==> config.mk <==
export PLATFORM = sky130hd
export DESIGN_NAME = bsg_hb_link_credit_tx
export DESIGN_NICKNAME = d
export VERILOG_FILES = /design/src/rtl/bsg_hb_link_pkg.sv /design/src/rtl/bsg_hb_link_credit_counter.sv /design/src/rtl/bsg_hb_link_credit_tx.sv
export SDC_FILE = /design/constraint.sdc
export NUM_CORES = 1
export LEC_CHECK = 0
export CORE_ASPECT_RATIO = 0.8
export CORE_MARGIN = 2
export CORE_UTILIZATION = 48
export CTS_CLUSTER_DIAMETER = 150
export CTS_CLUSTER_SIZE = 25
export DETAILED_ROUTE_END_ITERATION = 8
export HOLD_SLACK_MARGIN = 0.03
export PLACE_DENSITY = 0.74
export SETUP_SLACK_MARGIN = 0.02
export SLEW_MARGIN = 20
export SYNTH_ARGS = -nofsm -noshare
export SYNTH_HDL_FRONTEND = slang
export SYNTH_HIERARCHICAL = 1
export SYNTH_SLANG_ARGS = --single-unit
export TNS_END_PERCENT = 20
==> constraint.sdc <==
create_clock -name clk_i -period 2.68 [get_ports clk_i]
set_input_delay 0.268 -clock clk_i [delete_from_list [all_inputs] [get_ports clk_i]]
set_output_delay 0.268 -clock clk_i [all_outputs]
set_load 0.005 [all_outputs]
==> src/rtl/bsg_hb_link_pkg.sv <==
// Shared definitions for the halfpod IO link credit transmitter and receiver.
// Holds the transmitter state encoding and default credit/decimation constants.
package bsg_hb_link_pkg;

    typedef enum logic [0:0] {
        eINIT,
        eRUN
    } link_tx_state_e;

    localparam int default_credits_lp = 16;
    localparam int default_lg_token_decimation_lp = 2;
    localparam int default_init_cycles_lp = 8;

endpackage

==> src/rtl/bsg_hb_link_credit_counter.sv <==
// Credit counter: decrements per send, adds 2**lg_token_decimation_p per token.
// Ports: clk_i, reset_n_i, dec_i (send), inc_i (accepted token), credits_o, overflow_o (sticky).
module bsg_hb_link_credit_counter
    import bsg_hb_link_pkg::*;
#(
    parameter int credits_p = default_credits_lp,
    parameter int lg_token_decimation_p = default_lg_token_decimation_lp,
    localparam int cw_lp = $clog2(credits_p + 1)
) (
    input  logic             clk_i,
    input  logic             reset_n_i,
    input  logic             dec_i,
    input  logic             inc_i,
    output logic [cw_lp-1:0] credits_o,
    output logic             overflow_o
);

    localparam logic [cw_lp:0] max_lp  = (cw_lp + 1)'(credits_p);
    localparam logic [cw_lp:0] step_lp = (cw_lp + 1)'(2 ** lg_token_decimation_p);

    logic [cw_lp:0] sum;
    logic           over;

    // One extra bit of headroom so a token near the ceiling is seen as overflow.
    always_comb begin
        sum = {1'b0, credits_o};
        if (dec_i) sum = sum - (cw_lp + 1)'(1);
        if (inc_i) sum = sum + step_lp;
        over = (sum > max_lp);
    end

    always_ff @(posedge clk_i or negedge reset_n_i) begin
        if (!reset_n_i) begin
            credits_o  <= cw_lp'(credits_p);
            overflow_o <= 1'b0;
        end else begin
            credits_o  <= over ? cw_lp'(credits_p) : sum[cw_lp-1:0];
            overflow_o <= overflow_o | over;
        end
    end

endmodule

==> src/rtl/bsg_hb_link_credit_tx.sv <==
// Credit-based link lane feeder: 2-entry input buffer, init FSM, registered link output.
// Ports: clk_i, reset_n_i, data_i/v_i/ready_and_o, en_i, link_data_o/link_v_o, token_i,
// credits_o, overflow_o; with BSG_HB_LINK_TX_STATS_EN also sent_count_o, stall_count_o.
module bsg_hb_link_credit_tx
    import bsg_hb_link_pkg::*;
#(
    parameter int width_p = 0,
    parameter int credits_p = default_credits_lp,
    parameter int lg_token_decimation_p = default_lg_token_decimation_lp,
    parameter int init_cycles_p = default_init_cycles_lp,
    localparam int w_lp = (width_p > 0) ? width_p : 1,
    localparam int cw_lp = $clog2(credits_p + 1)
) (
    input  logic             clk_i,
    input  logic             reset_n_i,
    input  logic [w_lp-1:0]  data_i,
    input  logic             v_i,
    output logic             ready_and_o,
    input  logic             en_i,
    output logic [w_lp-1:0]  link_data_o,
    output logic             link_v_o,
    input  logic             token_i,
    output logic [cw_lp-1:0] credits_o,
`ifdef BSG_HB_LINK_TX_STATS_EN
    output logic [31:0]      sent_count_o,
    output logic [31:0]      stall_count_o,
`endif
    output logic             overflow_o
);

    localparam int iw_lp = (init_cycles_p > 0) ? $clog2(init_cycles_p + 1) : 1;

    link_tx_state_e state_r, state_n;
    logic [iw_lp-1:0] init_cnt_r, init_cnt_n;
    logic init_done;

    assign init_done = (32'(init_cnt_r) + 32'd1) >= 32'(init_cycles_p);

    always_ff @(posedge clk_i or negedge reset_n_i) begin
        if (!reset_n_i) begin
            state_r    <= eINIT;
            init_cnt_r <= '0;
        end else begin
            state_r    <= state_n;
            init_cnt_r <= init_cnt_n;
        end
    end

    always_comb begin
        state_n    = state_r;
        init_cnt_n = init_cnt_r;
        unique case (state_r)
            eINIT: begin
                if (init_done) state_n = eRUN;
                else init_cnt_n = init_cnt_r + 1'b1;
            end
            eRUN: state_n = eRUN;
            default: state_n = eINIT;
        endcase
    end

    logic run;
    assign run = (state_r == eRUN);

    logic [w_lp-1:0] mem_r [2];
    logic wptr_r, rptr_r;
    logic [1:0] cnt_r;
    logic full, empty, enq, send, has_credit;

    assign full        = (cnt_r == 2'd2);
    assign empty       = (cnt_r == 2'd0);
    assign has_credit  = |credits_o;
    assign ready_and_o = run & ~full;
    assign enq         = v_i & ready_and_o;
    assign send        = run & en_i & ~empty & has_credit;

    always_ff @(posedge clk_i) begin
        if (enq) mem_r[wptr_r] <= data_i;
    end

    always_ff @(posedge clk_i or negedge reset_n_i) begin
        if (!reset_n_i) begin
            wptr_r <= 1'b0;
            rptr_r <= 1'b0;
            cnt_r  <= 2'd0;
        end else begin
            if (enq) wptr_r <= ~wptr_r;
            if (send) rptr_r <= ~rptr_r;
            if (enq & ~send) cnt_r <= cnt_r + 2'd1;
            else if (send & ~enq) cnt_r <= cnt_r - 2'd1;
        end
    end

    always_ff @(posedge clk_i or negedge reset_n_i) begin
        if (!reset_n_i) begin
            link_v_o    <= 1'b0;
            link_data_o <= '0;
        end else begin
            link_v_o <= send;
            if (send) link_data_o <= mem_r[rptr_r];
        end
    end

    bsg_hb_link_credit_counter #(
        .credits_p(credits_p),
        .lg_token_decimation_p(lg_token_decimation_p)
    ) credit_counter (
        .clk_i(clk_i),
        .reset_n_i(reset_n_i),
        .dec_i(send),
        .inc_i(token_i & run),
        .credits_o(credits_o),
        .overflow_o(overflow_o)
    );

`ifdef BSG_HB_LINK_TX_STATS_EN
    logic stall;
    assign stall = run & en_i & ~empty & ~has_credit;

    always_ff @(posedge clk_i or negedge reset_n_i) begin
        if (!reset_n_i) begin
            sent_count_o  <= '0;
            stall_count_o <= '0;
        end else begin
            if (send) sent_count_o <= sent_count_o + 32'd1;
            if (stall) stall_count_o <= stall_count_o + 32'd1;
        end
    end
`endif

endmodule
Word-level counts from Yosys, hierarchy flattened
Memory sizes are Yosys's and may differ from the RTL's. A register that Yosys moved wholly into a read port is not among the register bits. Index checks and enable logic that the tools add are counted.

Bits in registers: 16. Latch bits: 0. RAM bits: 2. Memory bits (read-only): 0. Bits of input ports: 6. Word-level logic and storage cells: 49. Memories: 1.

Memories: mem_r (words 2, width 1, rd ports 1, clocked after Yosys merged registers in 1, wr ports 1, RTL line bsg_hb_link_credit_tx.sv:65) `logic [w_lp-1:0] mem_r [2];`.

Add/sub/neg operators: 6. $mul: 0. Divide/modulo/power cells: 0. $lt $le $gt $ge: 2. Equal/unequal tests: 1. Shift-type cells: 0. Muxes and demuxes: 9. Bitwise gates (word level): 17. Reductions and logical operators: 5.

Operators with widths (count): $mux 6 (2); $and 1x1->1 (8); $not 1->1 (8); $add 6x3->6 const B (1); $gt 6x5->1 const B (1); $sub 5x1->6 const B (1); $add 4x1->5 const B (1); $ge 5x4->1 const B (1); $mux 5 (1); $reduce_or 5->1 (1); $add 4x1->4 const B (1); $mux 2 (2); $mux 1 (3); $add 2x1->2 const B (1); $eq 2x2->1 const B (1); $logic_not 2->1 (1); $pmux 1 s2 (1); $reduce_and 2->1 (1); $reduce_bool 2->1 (1); $sub 2x1->2 const B (1); $logic_not 1->1 (1); $or 1x1->1 (1).

Depth between registers and ports, before layout
Gate-level depths: netlist of the first run.

Depth after elaboration: 9. Gate-level depth with buffers: 11. Mapped depth without buffers: 10.

By module
Netlist of the first run, hierarchy kept.

By module, submodules not included: bsg_hb_link_credit_tx (instances 1, cells each 46, area each 610.6 um^2, seq. area each 335.3 um^2); bsg_hb_link_credit_counter (instances 1, cells each 42, area each 467.9 um^2, seq. area each 151.4 um^2).

Least setup slack after synthesis of the first run
No wires, ideal clock.

Path kind: flip-flop to flip-flop. Start: register credit_counter.credits_o[4]. End: register credit_counter.overflow_o. Library setup time: 124 ps. Arrival time: 2560 ps. Required time: 2556 ps. Setup slack: -4 ps. Stages on the path, launching flop included: 11. Path through: dfstp_2 nor2_1 a21oi_4 buf_6 or4b_4 xnor2_2 ha_1 nor2b_1 o221ai_1 o31a_1 a211o_1.

Word-level cells in the longest chain between the ends: 7. Elaborated cells between the ends (all ways): 8. Classes of those cells: add/sub (2); order compare (1); mux (2); bitwise (2); reduce/logical (1).

RTL lines: start, declared (RTL line bsg_hb_link_credit_counter.sv:14) `output logic [cw_lp-1:0] credits_o,`; start signal, assigned (RTL line bsg_hb_link_credit_counter.sv:34) `credits_o <= cw_lp'(credits_p);`; start signal, assigned (RTL line bsg_hb_link_credit_counter.sv:37) `credits_o <= over ? cw_lp'(credits_p) : sum[cw_lp-1:0];`; $reduce_or 5->1 (*) (RTL line bsg_hb_link_credit_tx.sv:72) `assign has_credit = |credits_o;`; $and 1x1->1 (*) (RTL line bsg_hb_link_credit_tx.sv:75) `assign send = run & en_i & ~empty & has_credit;`; via send (RTL line bsg_hb_link_credit_tx.sv:68) `logic full, empty, enq, send, has_credit;`; $mux 6 (*) (RTL line bsg_hb_link_credit_counter.sv:27) `if (dec_i) sum = sum - (cw_lp + 1)'(1);`; $add 6x3->6 (RTL line bsg_hb_link_credit_counter.sv:28) `if (inc_i) sum = sum + step_lp;`; $mux 6 (*) (RTL line bsg_hb_link_credit_counter.sv:28); $gt 6x5->1 (*) (RTL line bsg_hb_link_credit_counter.sv:29) `over = (sum > max_lp);`; $or 1x1->1 (*) (RTL line bsg_hb_link_credit_counter.sv:38) `overflow_o <= overflow_o | over;`; end signal, assigned (RTL line bsg_hb_link_credit_counter.sv:38); end, declared (RTL line bsg_hb_link_credit_counter.sv:15) `output logic overflow_o`.

Mark *: on every way through the listed nets, which the timed path passes. The rest lies on a longest branch. A chain may end at the register's enable or synchronous reset.

Worst setup path after layout of the first run
Ends and elaborated chain as after synthesis.

==> metrics.txt, run 1 <==
WL final=2090 um; # setup viols final=0; Worst slew margin=48.9%; GRT Resource Usage Total=17.9%; type of the most critical hold path=in -> async; die width=57.0 um; reg-to-reg critical path startpoint=credit_counter/credits_o[4]; Pre-Repair DR Iteration Count=4; drc violations=0; layout net count=~130; Synth Register Bits=19; RD Place Congestion=0.894; Post-Syn Nets=99; global-route wire length before repair=3440 um; Seq/Total Area, Yosys=between 40% and 50%; setup TNS=0 ns; synthesized area per cell=12.3 um2; yosys warns=6; I/O Pins=15; critical-path maximum fanout=4; EDFF count, synth=2; required time of the critical path=2.87 ns; number of CTS-inserted buffers=3; pin count of the biggest net entering global routing=18; CP Launch Type=flip-flop; final worst path period need=2.58 ns; DR WL/cell=roughly 15 um; worst setup margin=0.0963 ns; vias in the first global route=about 750; Crit Path Class=reg -> reg; max frequency=387 MHz; Port Buffers=14; synth unique cells=between 40 and 50; worst-margin pin slew=0.765 ns; Worst setup EP type=flip-flop; clk_lat worst skew=0.30 ns; initial antenna violation count=0; Worst Skew=0.00987 ns; asr flop ratio synth=89.5%; CTS Root Buffer Type=clkbuf_4; Antenna Nets Post-Route=0; # rows=15; placeable core area=2140 um2; die area=about 2600 um2; Place WS=-0.114 ns; clk slew on worst S/H paths=0.11 ns; period utilization=96.4%; Starting Density=roughly half; CTS sink cnt=19; 1st-iter DRT viols=9; via/cell ratio=around 5.3; total of max-cap violations=0; via count=756; Pleak=between 0.5 and 0.6 nW; H-tree lvl count=1; post-route cell area=between 1000 and 1500 um2; clk buf depth=2; antenna cells=0; Die Y=46.4 um; CTS tree=built; hold_buf cts=0; VDD IR max=0.000670 V; P&R area growth vs syn=28.5%; worst path arrival time=roughly 2.8 ns; Post-DP Area=1320 um2; Primary FF master, synth=dfrtp_1; dpl hpwl=1610 um; Post-Syn Area=1080 um2; Worst Setup SP=credit_counter/credits_o[4]; synthesized instance count=88; status=finished clean; share of cells above drive strength 1=a little under a third; grt ovf=0; FILL cells=around 180; Pins Over Slew Limit=0; power per cell area=1100 nW/um2; Final Hold Fails=0
## where the power goes
part	internal, mW	total (mW)	switching, mW
Clock	0.0580	0.144	0.0857
Sequential	0.387	0.462	0.0754
Combinational	0.516	0.918	0.402
## sequential cells by signal, summed over array words and instances (netlist names)
name / flops
link_data_o: 1
init_cnt_r: 4
link_v_o: 1
run: 1
wptr_r: 1
cnt_r: 2
credit_counter/overflow_o: 1
mem_r: 2
credit_counter/credits_o: 5
rptr_r: 1
## final timing paths
check | to | slack, ns | cells past startpoint
hold / removal | cnt_r[1] | 0.41 | 1
min in group clk_i | rptr_r | 0.48 | 1
setup reg to reg | credit_counter/overflow_o | 0.1 | 9
setup / recovery | credit_counter/overflow_o | 0.1 | 9
hold reg to reg | rptr_r | 0.48 | 1
max in group asynchronous | credit_counter/credits_o[0] | 1.79 | 1
## cells in the mapped netlist (2+ instances only)
library cell | instances | area, um2
a211oi_1 | 2 | 15.0
a21boi_0 | 2 | 15.0
dfrtp_1 | 16 | 400
edfxtp_1 | 2 | 60.1
ha_1 | 5 | 62.6
inv_1 | 6 | 22.5
mux2_2 | 2 | 22.5
nand2_1 | 2 | 7.51
nor2_1 | 6 | 22.5
nor3_1 | 2 | 10.0
nor3b_1 | 2 | 15.0
o211ai_2 | 2 | 25.0
xnor2_1 | 6 | 52.6
xor2_1 | 3 | 26.3
## area by class of cell
class                      instances  area, um2  area share [%]
timing repair buffer              26        230            16.6
tap                               25       31.3            2.26
sequential                        19        487            35.1
inverter                           6       22.5            1.62
clock buffer                       4       26.3            1.90
multi-input combinational         62        589            42.5
## layout by cell type (no fill, tap or decap), types with 2 or more instances in the layout
cell	synthesis	layout
nor2_1	6	5
nor3b_1	2	2
clkbuf_4	0	3
a211oi_2	0	2
nand2_1	2	2
xnor2_1	6	6
mux2_2	2	2
ha_1	5	5
nor3_1	2	2
buf_4	0	12
nor2_4	1	2
clkdlybuf4s50_1	0	14
dfrtp_1	16	16
o211ai_2	2	2
edfxtp_1	2	2
inv_1	6	6
xor2_1	3	3
a21boi_0	2	2
## through the flow
stage,cells,power (mW),hold slack [ns],utilization [%]
2_1_floorplan,88,0.999,-0.0276,-
3_3_place_gp,136,1.27,0.461,61.8
3_5_place_dp,136,1.31,0.464,61.8
4_1_cts,140,1.46,0.427,63.0
5_1_grt,142,1.63,0.461,64.8
6_report,142,1.52,0.406,64.8
## critical path: stages (launching register included)
cell and delay (ns):
dfstp_2 0.60, nor2_4 0.05, a21oi_4 0.15, or4b_4 0.52, xnor2_4 0.21, ha_1 0.26
nor2b_2 0.13, o221ai_1 0.11, o31a_1 0.17, a211o_1 0.26
## routing by layer
| metal | vias to the layer above | share of wire, % | GRT usage [%] |
|---|---|---|---|
| li1 | 372 | - | - |
| met1 | 362 | 44 | 20.3 |
| met2 | 17 | 50 | 33.6 |
| met3 | 5 | 4.0 | 5.90 |
| met4 | 0 | 1.8 | 4.19 |
| met5 | - | 0 | 0 |
## logic make-up after synthesis
logic type      Yosys count  synth area share (%)
simple gates             24                  15.3
flops                    19                  45.1
compound gates           18                  14.8
xor+xnor                 11                  11.0
buf+inv                   7                  3.13
fa+ha+maj                 5                  5.80
mux                       4                  4.76
## timing repair
action                                  CTS  global route
gates resized for setup                   0             4
hold endpoints to repair                  0             0
endpoints found under the setup margin    0             3
setup buffers                             0             2
No activity file was read; power rests on OpenSTA's default activity.
==> inputs of run 2 (changes only) <==
- CORE_MARGIN: 2 -> default
==> run 2 against run 1 <==
Against the previous run: worst setup slack better by 0.079 ns; sequential power hardly changed; die area is 7.7% lower; non-clock buffer count is 1 lower; clock skew is 0.0070 ns lower; hold slack worse by 0.0070 ns; routed wire length is 7.3% lower; global-route usage is 0.90 points higher; sequential cell count stayed put; cell area is 2.2% lower; largest power group unchanged; highest routed layer unchanged.
==> metrics.txt, run 2 (synthesis gave the netlist of run 1 again) <==
drc violations=0 (unchanged); WL final=1940 um (-7.3%); CP Buf/Inv Count=0 (unchanged); met3 usage=7.22% (+1.3 points); pin count of the biggest net entering global routing=18 (unchanged); power per cell area=1070 nW/um2 (-2.7%); most frequent cells in the layout=16 x dfrtp_1, 14 x clkdlybuf4s50_1, 11 x buf_4; reg-to-reg critical path startpoint=credit_counter/credits_o[4]; critical-path maximum fanout=4 (unchanged); number of CTS-inserted buffers=3 (unchanged); VDD IR max=0.000666 V (-0.50%); Final Hold Fails=0 (unchanged); RD Place Congestion=0.837 (-6.4%); share of cells above drive strength 1=29.3% (-2.3 points); worst-margin pin slew=0.722 ns (-0.0426 ns); max frequency=399 MHz (+3.1%); Pins Over Slew Limit=0 (unchanged); Worst R2R End=credit_counter/overflow_o; worst path arrival time=2.69 ns (-0.08 ns); CTS tree=built; clk slew on worst S/H paths=0.10 ns (about the same); dpl hpwl=1520 um (-5.4%); via/cell ratio=5.44 (+2.1%); met2 usage=28.7% (-4.9 points); RSZ-0062 raised after global routing=false; hold slack=0.399 ns (-0.00700 ns); met1 usage=26.0% (+5.8 points); period utilization=93.5% (-2.9 points); Crit Path Class=reg -> reg; Post-DP Area=1320 um2 (about the same); worst path cell trace=nor2_4 -> a21oi_4 -> or4b_4 -> xnor2_2 -> ha_1 -> nor2b_2 -> o221ai_1 -> o31a_1 -> a211o_1; Antenna Nets Post-Route=0 (unchanged); Worst path slowest cell=dfstp_2; # rows=14 (-1); H-tree lvl count=1 (unchanged); DR WL/cell=13.8 um (-6.0%); top flop regs=credit_counter/credits_o (5), init_cnt_r (4); grt ovf=0 (unchanged); die width=55.0 um (-3.5%); Overall Power=1.45 mW (-4.8%); GR peak layer=met2; max reg flops=5 (unchanged); CP Launch Type=flip-flop; critical path's largest stage delay=0.59 ns (about the same); Pleak=0.572 nW (-1.4%); status=finished clean; CTS sink cnt=19 (unchanged); Top reg by flops=credit_counter/credits_o; Worst slew margin=51.7% (+2.8 points); final worst path period need=2.50 ns (-0.0787 ns); layout net count=128 (-0.78%); antenna cells=0 (unchanged); global-route wire length before repair=3110 um (-9.8%); via count=761 (+0.66%); required time of the critical path=2.87 ns (about the same); clk buf depth=2 (unchanged); GRT Resource Usage Total=18.8% (+0.90 points); placeable core area=2000 um2 (-6.7%); crit-path leading delay family=simple AND/OR/NAND/NOR gates; P&R area growth vs syn=25.8%; Worst Skew=0.00288 ns (-0.00699 ns); total of max-cap violations=0 (unchanged); setup TNS=0 ns (unchanged); vias in the first global route=686 (-7.9%); 1st-iter DRT viols=14 (+5); post-route cell area=1360 um2 (-2.2%); CTS Root Buffer Type=clkbuf_4; clk_lat worst skew=0.29 ns (about the same); reg2reg setup slack=0.18 ns (+0.08 ns); Starting Density=54.0% (+3.6 points); type of the most critical hold path=in -> async; # setup viols final=0 (unchanged); die area=2440 um2 (-7.7%); Worst setup EP type=flip-flop; I/O Pins=15 (unchanged); Die Y=44.4 um (-4.3%); Port Buffers=14 (unchanged); Reg2Reg Depth=9 (unchanged); most common cell after layout, fill and taps aside=dfrtp_1; initial antenna violation count=0 (unchanged); Pre-Repair DR Iteration Count=4 (unchanged)
[run 2: final cells by class]
type | instances | area (um2)
Timing Repair Buffer | 25 | 223
Fill cell | 157 | 641
Multi-Input combinational cell | 62 | 568
Tap cell | 24 | 30.0
Clock buffer | 4 | 26.3
Inverter | 6 | 22.5
Sequential cell | 19 | 487
[run 2: metrics by stage]
step           utilization (%)  setup slack, ns  cells
2_1_floorplan                -           0.0192     88
5_1_grt                   67.9           0.0431    140
3_3_place_gp              66.1          0.00167    135
4_1_cts                   67.4            0.107    139
3_5_place_dp              66.1          -0.0717    135
6_report                  67.9            0.175    140
[run 2: worst max path at each step]
stage | endpoint | slack (ns) | from | depth (start not counted)
CTS | credit_counter/overflow_o | 0.11 | credit_counter/credits_o[4] | 9
global placement | credit_counter/overflow_o | 0.002 | en_i | 10
finish | credit_counter/overflow_o | 0.18 | credit_counter/credits_o[4] | 9
detailed placement | credit_counter/overflow_o | -0.07 | en_i | 10
floorplan | credit_counter/overflow_o | 0.02 | credit_counter/credits_o[4] | 10
global route | credit_counter/overflow_o | 0.04 | credit_counter/credits_o[4] | 9
[run 2: what timing repair did]
item,in CTS,in global routing
setup buffers,0,1
resized for setup,0,1
hold buffers,0,0
setup endpoints to repair,0,3
[run 2: metal layers]
| layer | routed length, um | part of all wire (%) | vias up |
|---|---|---|---|
| met5 | 0 | 0 | - |
| met4 | 7 | 0.36 | 0 |
| met3 | 73 | 3.8 | 2 |
| met2 | 874 | 45 | 12 |
| met1 | 980 | 51 | 376 |
| li1 | - | - | 371 |
[run 2: power by group]
part | internal [mW] | switching, mW
Clock | 0.0579 | 0.0791
Sequential | 0.387 | 0.0749
Combinational | 0.484 | 0.368
Total | 0.929 | 0.522
